## config.mk

```make
export PLATFORM = sky130hd
export DESIGN_NAME = alu_cmd_sequencer
export DESIGN_NICKNAME = d
export VERILOG_FILES = /design/src/rtl/alu_cmd_sequencer.sv
export SDC_FILE = /design/constraint.sdc
export NUM_CORES = 1
export LEC_CHECK = 0
export BUFFER_PORTS_ARGS = -buffer_cell sky130_fd_sc_hd__buf_2
export CAP_MARGIN = 20
export CORE_MARGIN = 2
export CORE_UTILIZATION = 40
export CTS_BUF_LIST = sky130_fd_sc_hd__clkbuf_16
export CTS_CLUSTER_DIAMETER = 200
export DETAILED_ROUTE_END_ITERATION = 10
export PLACE_DENSITY = 0.62
export SLEW_MARGIN = 25
export SYNTH_ARGS = -nofsm -noshare
export SYNTH_HDL_FRONTEND = slang
export SYNTH_SLANG_ARGS = --single-unit
```

## constraint.sdc

```tcl
create_clock -name clk -period 4.4 [get_ports clk]
set_input_delay 0.44 -clock clk [delete_from_list [all_inputs] [get_ports clk]]
set_output_delay 0.44 -clock clk [all_outputs]
set_load 0.1 [all_outputs]
```

## src/rtl/alu_cmd_sequencer.sv

```systemverilog
// alu_cmd_sequencer: feeds commands to a combinational ALU over valid/ready, holds operands for a
// settle window, then captures RESULT/FLAGS onto a response channel; op code 0 is rejected without driving the ALU.
module alu_cmd_sequencer #(
  parameter int N = 4,
  parameter int SETTLE_CYCLES = 1,
  parameter int CNT_W = 8
) (
  input  logic             clk,
  input  logic             rst,
  input  logic             cmd_valid,
  output logic             cmd_ready,
  input  logic [2:0]       cmd_op,
  input  logic [N-1:0]     cmd_a,
  input  logic [N-1:0]     cmd_b,
  input  logic             cmd_chain,
  output logic [N-1:0]     alu_a,
  output logic [N-1:0]     alu_b,
  output logic [2:0]       alu_uc,
  input  logic [N-1:0]     alu_result,
  input  logic [3:0]       alu_flags,
  output logic             rsp_valid,
  input  logic             rsp_ready,
  output logic [N-1:0]     rsp_result,
  output logic [3:0]       rsp_flags,
  output logic             rsp_err,
  output logic [CNT_W-1:0] op_count
);
  typedef enum logic [1:0] {IDLE, DRIVE, RESP} state_t;
  state_t state, state_n;
  logic [2:0] op;
  logic [3:0] cnt;
  logic [N-1:0] last_result;
  logic accept, done;
  assign accept = cmd_valid & cmd_ready;
  assign done = state == DRIVE && cnt == 4'd1;
  // alu_uc drops to 0 outside DRIVE so every operation is an op-code transition at the ALU
  always_comb begin
    cmd_ready = state == IDLE;
    rsp_valid = state == RESP;
    alu_uc = state == DRIVE ? op : 3'd0;
    state_n = accept ? (cmd_op != 3'd0 ? DRIVE : RESP) :
              done ? RESP :
              (rsp_valid & rsp_ready) ? IDLE : state;
  end
  always_ff @(posedge clk or posedge rst)
    if (rst) begin
      state <= IDLE;
      op <= '0;
      cnt <= '0;
      alu_a <= '0;
      alu_b <= '0;
      last_result <= '0;
      rsp_result <= '0;
      rsp_flags <= '0;
      rsp_err <= 1'b0;
      op_count <= '0;
    end else begin
      state <= state_n;
      if (state == DRIVE) cnt <= cnt - 4'd1;
      if (accept && cmd_op != 3'd0) begin
        alu_a <= cmd_chain ? last_result : cmd_a;
        alu_b <= cmd_b;
        op <= cmd_op;
        cnt <= SETTLE_CYCLES[3:0];
      end
      if (accept && cmd_op == 3'd0) begin
        rsp_err <= 1'b1;
        rsp_result <= '0;
        rsp_flags <= '0;
      end
      if (done) begin
        rsp_err <= 1'b0;
        rsp_result <= alu_result;
        rsp_flags <= alu_flags;
        last_result <= alu_result;
        op_count <= op_count + CNT_W'(1);
      end
    end
endmodule
```

== Yosys cells after proc, flatten, opt, wreduce, memory -nomap -nowiden ==
Index checks and enable logic that the tools add are counted.

* Register bits: 38
* Input port bits: 24
* Output and inout port bits: 30
* Logic and storage cells: 39

* Add/subtract/negate cells: 2
* Equality and inequality tests: 3
* Mux-type cells: 13
* Bitwise operators: 2
* Reduce and logical (&&, ||, !) cells: 9

{| class="wikitable"
|+ Operator list
! operator !! count
|-
| $mux 4 || 6
|-
| $add 8x1->8 const B || 1
|-
| $mux 2 || 4
|-
| $reduce_bool 3->1 || 2
|-
| $eq 4x1->1 const B || 1
|-
| $reduce_bool 2->1 || 2
|-
| $sub 4x1->4 const B || 1
|-
| $logic_and 1x1->1 || 3
|-
| $logic_not 3->1 || 1
|-
| $mux 3 || 1
|-
| $and 1x1->1 || 2
|-
| $eq 2x1->1 const B || 1
|-
| $eq 2x2->1 const B || 1
|-
| $logic_not 2->1 || 1
|-
| $mux 1 || 2
|}

== Longest topological paths before layout ==
* Depth after elaboration: 5
* Gate-level depth with buffers: 6
* Depth with buffers taken out: 5

== Worst setup path after synthesis ==
No wires, ideal clock.

* Path kind: register to output
* Start: register state[0]
* End: output port cmd_ready
* Arrival: 1749 ps
* Data required time: 3960 ps
* Slack: 2211 ps
* Stages on the path, launching flop included: 3
* Path buffers: 1
* Path through: dfrtp_1 > buf_6 > nor2_1

* Word-level cells in the longest chain between the ends: 1

{| class="wikitable"
|+ Ends and longest elaborated chain
! element !! RTL line !! text
|-
| start, declared || 29 || <nowiki>state_t state, state_n;</nowiki>
|-
| start signal, assigned || 58 || <nowiki>state <= state_n;</nowiki>
|-
| $logic_not 2->1 || 38 || <nowiki>cmd_ready = state == IDLE;</nowiki>
|-
| end, declared || 11 || <nowiki>output logic cmd_ready,</nowiki>
|}

Every way passes these cells.

== Worst setup path in the final report ==
* Start: register state[0]
* End: output port alu_uc[2]

* Word-level cells in the longest chain between the ends: 2

{| class="wikitable"
|+ Ends and longest elaborated chain
! element !! RTL line !! text
|-
| $eq 2x1->1 || 40 || <nowiki>alu_uc = state == DRIVE ? op : 3'd0;</nowiki>
|-
| $mux 3 || 40 ||
|-
| end, declared || 18 || <nowiki>output logic [2:0] alu_uc,</nowiki>
|}

Every way passes these cells.

==> impl_metrics.py <==
metrics = {
    "run_status": {
        "run_status": "finished clean",
    },
    "cells_and_area": {
        "fin_cells": 260,
        "syn_to_final_growth_pct": 25.6,
        "layout-drive-gt1-share_pct": 35.6,
        "fin_area_um2": 2240,
        "utilization_pct": 51.8,
        "diodes": 0,
        "fin_nets": 234,
        "fillers": 422,
    },
    "placed_design": {
        "gp_congestion": 0.806,
        "dp_hpwl_mm": 2.57,
        "placed_cell_area_um2": 2050,
        "io_buffers": 53,
        "placed_cells": 252,
    },
    "global_route": {
        "track_usage_pct": 15.4,
        "grt_max_degree": 39,
        "antenna_found_initial": 0,
        "grt_pass1_vias": 1288,
        "grt_pass1_wl_mm": 5.89,
        "grt-ovfl-total": 0,
    },
    "floorplanning": {
        "dieHeight_um": 70.8,
        "dieArea_um2": 5010,
        "rows": 24,
        "initial_core_util_pct": 41.2,
        "die_x_um": 70.8,
        "core_area_um2": 4320,
        "pin_count": 54,
    },
    "worst_setup_path": {
        "start_kind": "register",
        "slowest_stage": "dfrtp_1",
        "rrSetupSlack_ps": 2330,
        "crit_family": "simple AND/OR/NAND/NOR gates",
        "path_buf_inv": 1,
        "cp_max_fo": 10,
        "cp_data_arrival_time_ps": 1880,
        "reg2reg_from": "cnt[1]",
        "reg2reg_to": "op_count[1]",
        "r2r_cells": 5,
        "crit_type": "reg -> out",
        "required_ps": 3960,
        "max_stage_delay_ps": 520,
        "crit_path_end_kind": "primary output",
        "crit_chain": "nor2b_1, and2_1, buf_2",
        "crit_cells": 3,
    },
    "logic_synthesis": {
        "syn_inst": 155,
        "syn-num-nets": 182,
        "synthesis.area_um2": 1780,
        "ys_ff_latch": 38,
        "synthDistinctLibCells": 41,
        "ys_seq_area_share_pct": 53.3,
        "yosysWarnings": 0,
        "syn_avg_cell_area_um2": 11.5,
    },
    "routing": {
        "first_pass_iters": 4,
        "drtAntennaViolNets": 0,
        "drt_iter0_markers": 36,
        "drc": 0,
        "postRouteWirelength_mm": 3.63,
        "viasPerCell": 4.99,
        "wl_per_cell_um": 14.0,
        "vias": 1298,
    },
    "cts": {
        "postCtsSetupBuffers": 0,
        "cts_resized": 0,
        "cts_tree": "built",
        "clk_path_buf_depth": 2,
        "postCtsHoldBufs": 0,
        "clkSlewWorstSetupHoldPaths_ps": 50,
        "cts_sinks": 38,
        "clkLatencyLatePin_ps": 280,
        "clockRootBuffer": "clkbuf_16",
        "cts_buffers": 5,
        "htree_levels": 2,
    },
    "timing": {
        "fin_skew_ps": 3.40,
        "min_period_ps": 2320,
        "fmax_mhz": 431,
        "max_slew_margin_pct": 56.8,
        "finalMaxSlewViolations": 0,
        "max_slew.worst_pin.slew_ps": 648,
        "finalHoldViolations": 0,
        "setup_tns_ps": 0,
        "min_period_over_period_pct": 52.7,
        "rsz0062_at_grt": "no",
        "setup_viol": 0,
    },
    "hold_path": {
        "hp-class": "in -> async",
    },
    "flow_run": {
        "maxCapViolations": 0,
    },
}
[synthesized netlist by cell type]
| master | instances | area [um2] |
|---|---|---|
| a211o_1 | 1 | 8.76 |
| a211oi_1 | 1 | 7.51 |
| a21o_1 | 2 | 15.0 |
| a21oi_1 | 9 | 45.0 |
| a22o_1 | 3 | 26.3 |
| and2_1 | 3 | 18.8 |
| and2_4 | 2 | 17.5 |
| and2b_1 | 1 | 7.51 |
| buf_1 | 1 | 3.75 |
| buf_12 | 1 | 20.0 |
| buf_2 | 1 | 5.00 |
| buf_4 | 1 | 7.51 |
| buf_6 | 2 | 22.5 |
| clkbuf_1 | 3 | 11.3 |
| dfrtp_1 | 38 | 951 |
| ha_1 | 3 | 37.5 |
| inv_1 | 12 | 45.0 |
| mux2_2 | 3 | 33.8 |
| mux2_4 | 2 | 30.0 |
| mux2i_1 | 4 | 40.0 |
| nand2_1 | 4 | 15.0 |
| nand2b_1 | 1 | 6.26 |
| nand3_1 | 13 | 65.1 |
| nand3b_1 | 1 | 7.51 |
| nand4b_1 | 1 | 8.76 |
| nor2_1 | 3 | 11.3 |
| nor2_4 | 1 | 11.3 |
| nor2b_1 | 1 | 6.26 |
| nor3_1 | 3 | 15.0 |
| nor3b_1 | 2 | 15.0 |
| nor3b_4 | 1 | 18.8 |
| nor4_4 | 1 | 21.3 |
| nor4bb_4 | 1 | 25.0 |
| o21a_1 | 1 | 7.51 |
| o21ai_0 | 12 | 60.1 |
| o31ai_1 | 4 | 30.0 |
| or3_1 | 1 | 6.26 |
| or3b_2 | 1 | 8.76 |
| or3b_4 | 1 | 11.3 |
| xnor2_1 | 3 | 26.3 |
| xor2_1 | 6 | 52.6 |
[flip-flops by register name, summed over array words and instances (netlist names)]
signal,flops
state,2
op,3
last_result,4
rsp_err,1
rsp_flags,4
alu_a,4
cnt,4
rsp_result,4
op_count,8
alu_b,4
[tightest hold or removal path: stages]
cell   delay, ps
buf_2        100
inv_1         40
buf_4        400
[metal layers]
metal	share of wire (%)	up-vias	track usage [%]	wire length, um
met5	0	-	0	0
met4	1.1	0	5.66	40
met3	6.0	5	6.13	217
met2	49	39	24.3	1760
met1	44	616	19.2	1610
li1	-	638	-	-
[how the worst max path moves through the flow]
| stage | start | to | slack, ps |
|---|---|---|---|
| CTS | state[0] | alu_uc[1] | 2040 |
| floorplan | state[0] | cmd_ready | 2210 |
| detailed placement | cnt[1] | op_count[1] | 2360 |
| global placement | cnt[1] | op_count[1] | 2400 |
| global route | state[0] | alu_uc[2] | 1930 |
| finish | state[0] | alu_uc[2] | 2080 |
[area by class of cell]
cell class	count	area (um2)	share of cell area (%)
tap	52	65.1	2.91
clock inverter	3	63.8	2.85
inverter	12	45.0	2.01
sequential	38	951	42.5
clock buffer	5	125	5.59
timing repair buffer	54	273	12.2
multi-input combinational	96	717	32.0
[cell families (layout without fill, tap and decap cells)]
kind of cell,count (synthesis),in the layout,share of synthesized area [%]
compound gates,33,33,11.2
buf+inv,21,74,6.46
simple gates,42,42,16.6
flops,38,38,53.3
fa+ha+maj,3,3,2.11
mux,9,9,5.82
xor+xnor,9,9,4.42
[stage by stage]
step           hold slack (ps)  setup slack, ps
6_report                   261             2080
3_3_place_gp               456             2400
4_1_cts                    281             2040
3_5_place_dp               462             2360
2_1_floorplan              458             2210
5_1_grt                    306             1930
[placed cells by master, fill, tap and decap left out, types with 3 or more instances in the layout]
cell type,n
and2_1,3
nand2_1,4
mux2_2,3
nor2_1,3
a21oi_1,9
mux2i_1,4
o21ai_0,12
xor2_1,6
a22o_1,3
o31ai_1,4
ha_1,3
clkbuf_16,5
nor3_1,3
inv_1,12
nand3_1,13
dfrtp_1,38
xnor2_1,3
buf_2,53
Power is not shown: default switching activity piles up to over one toggle a cycle in this logic, so the estimate is an artifact.
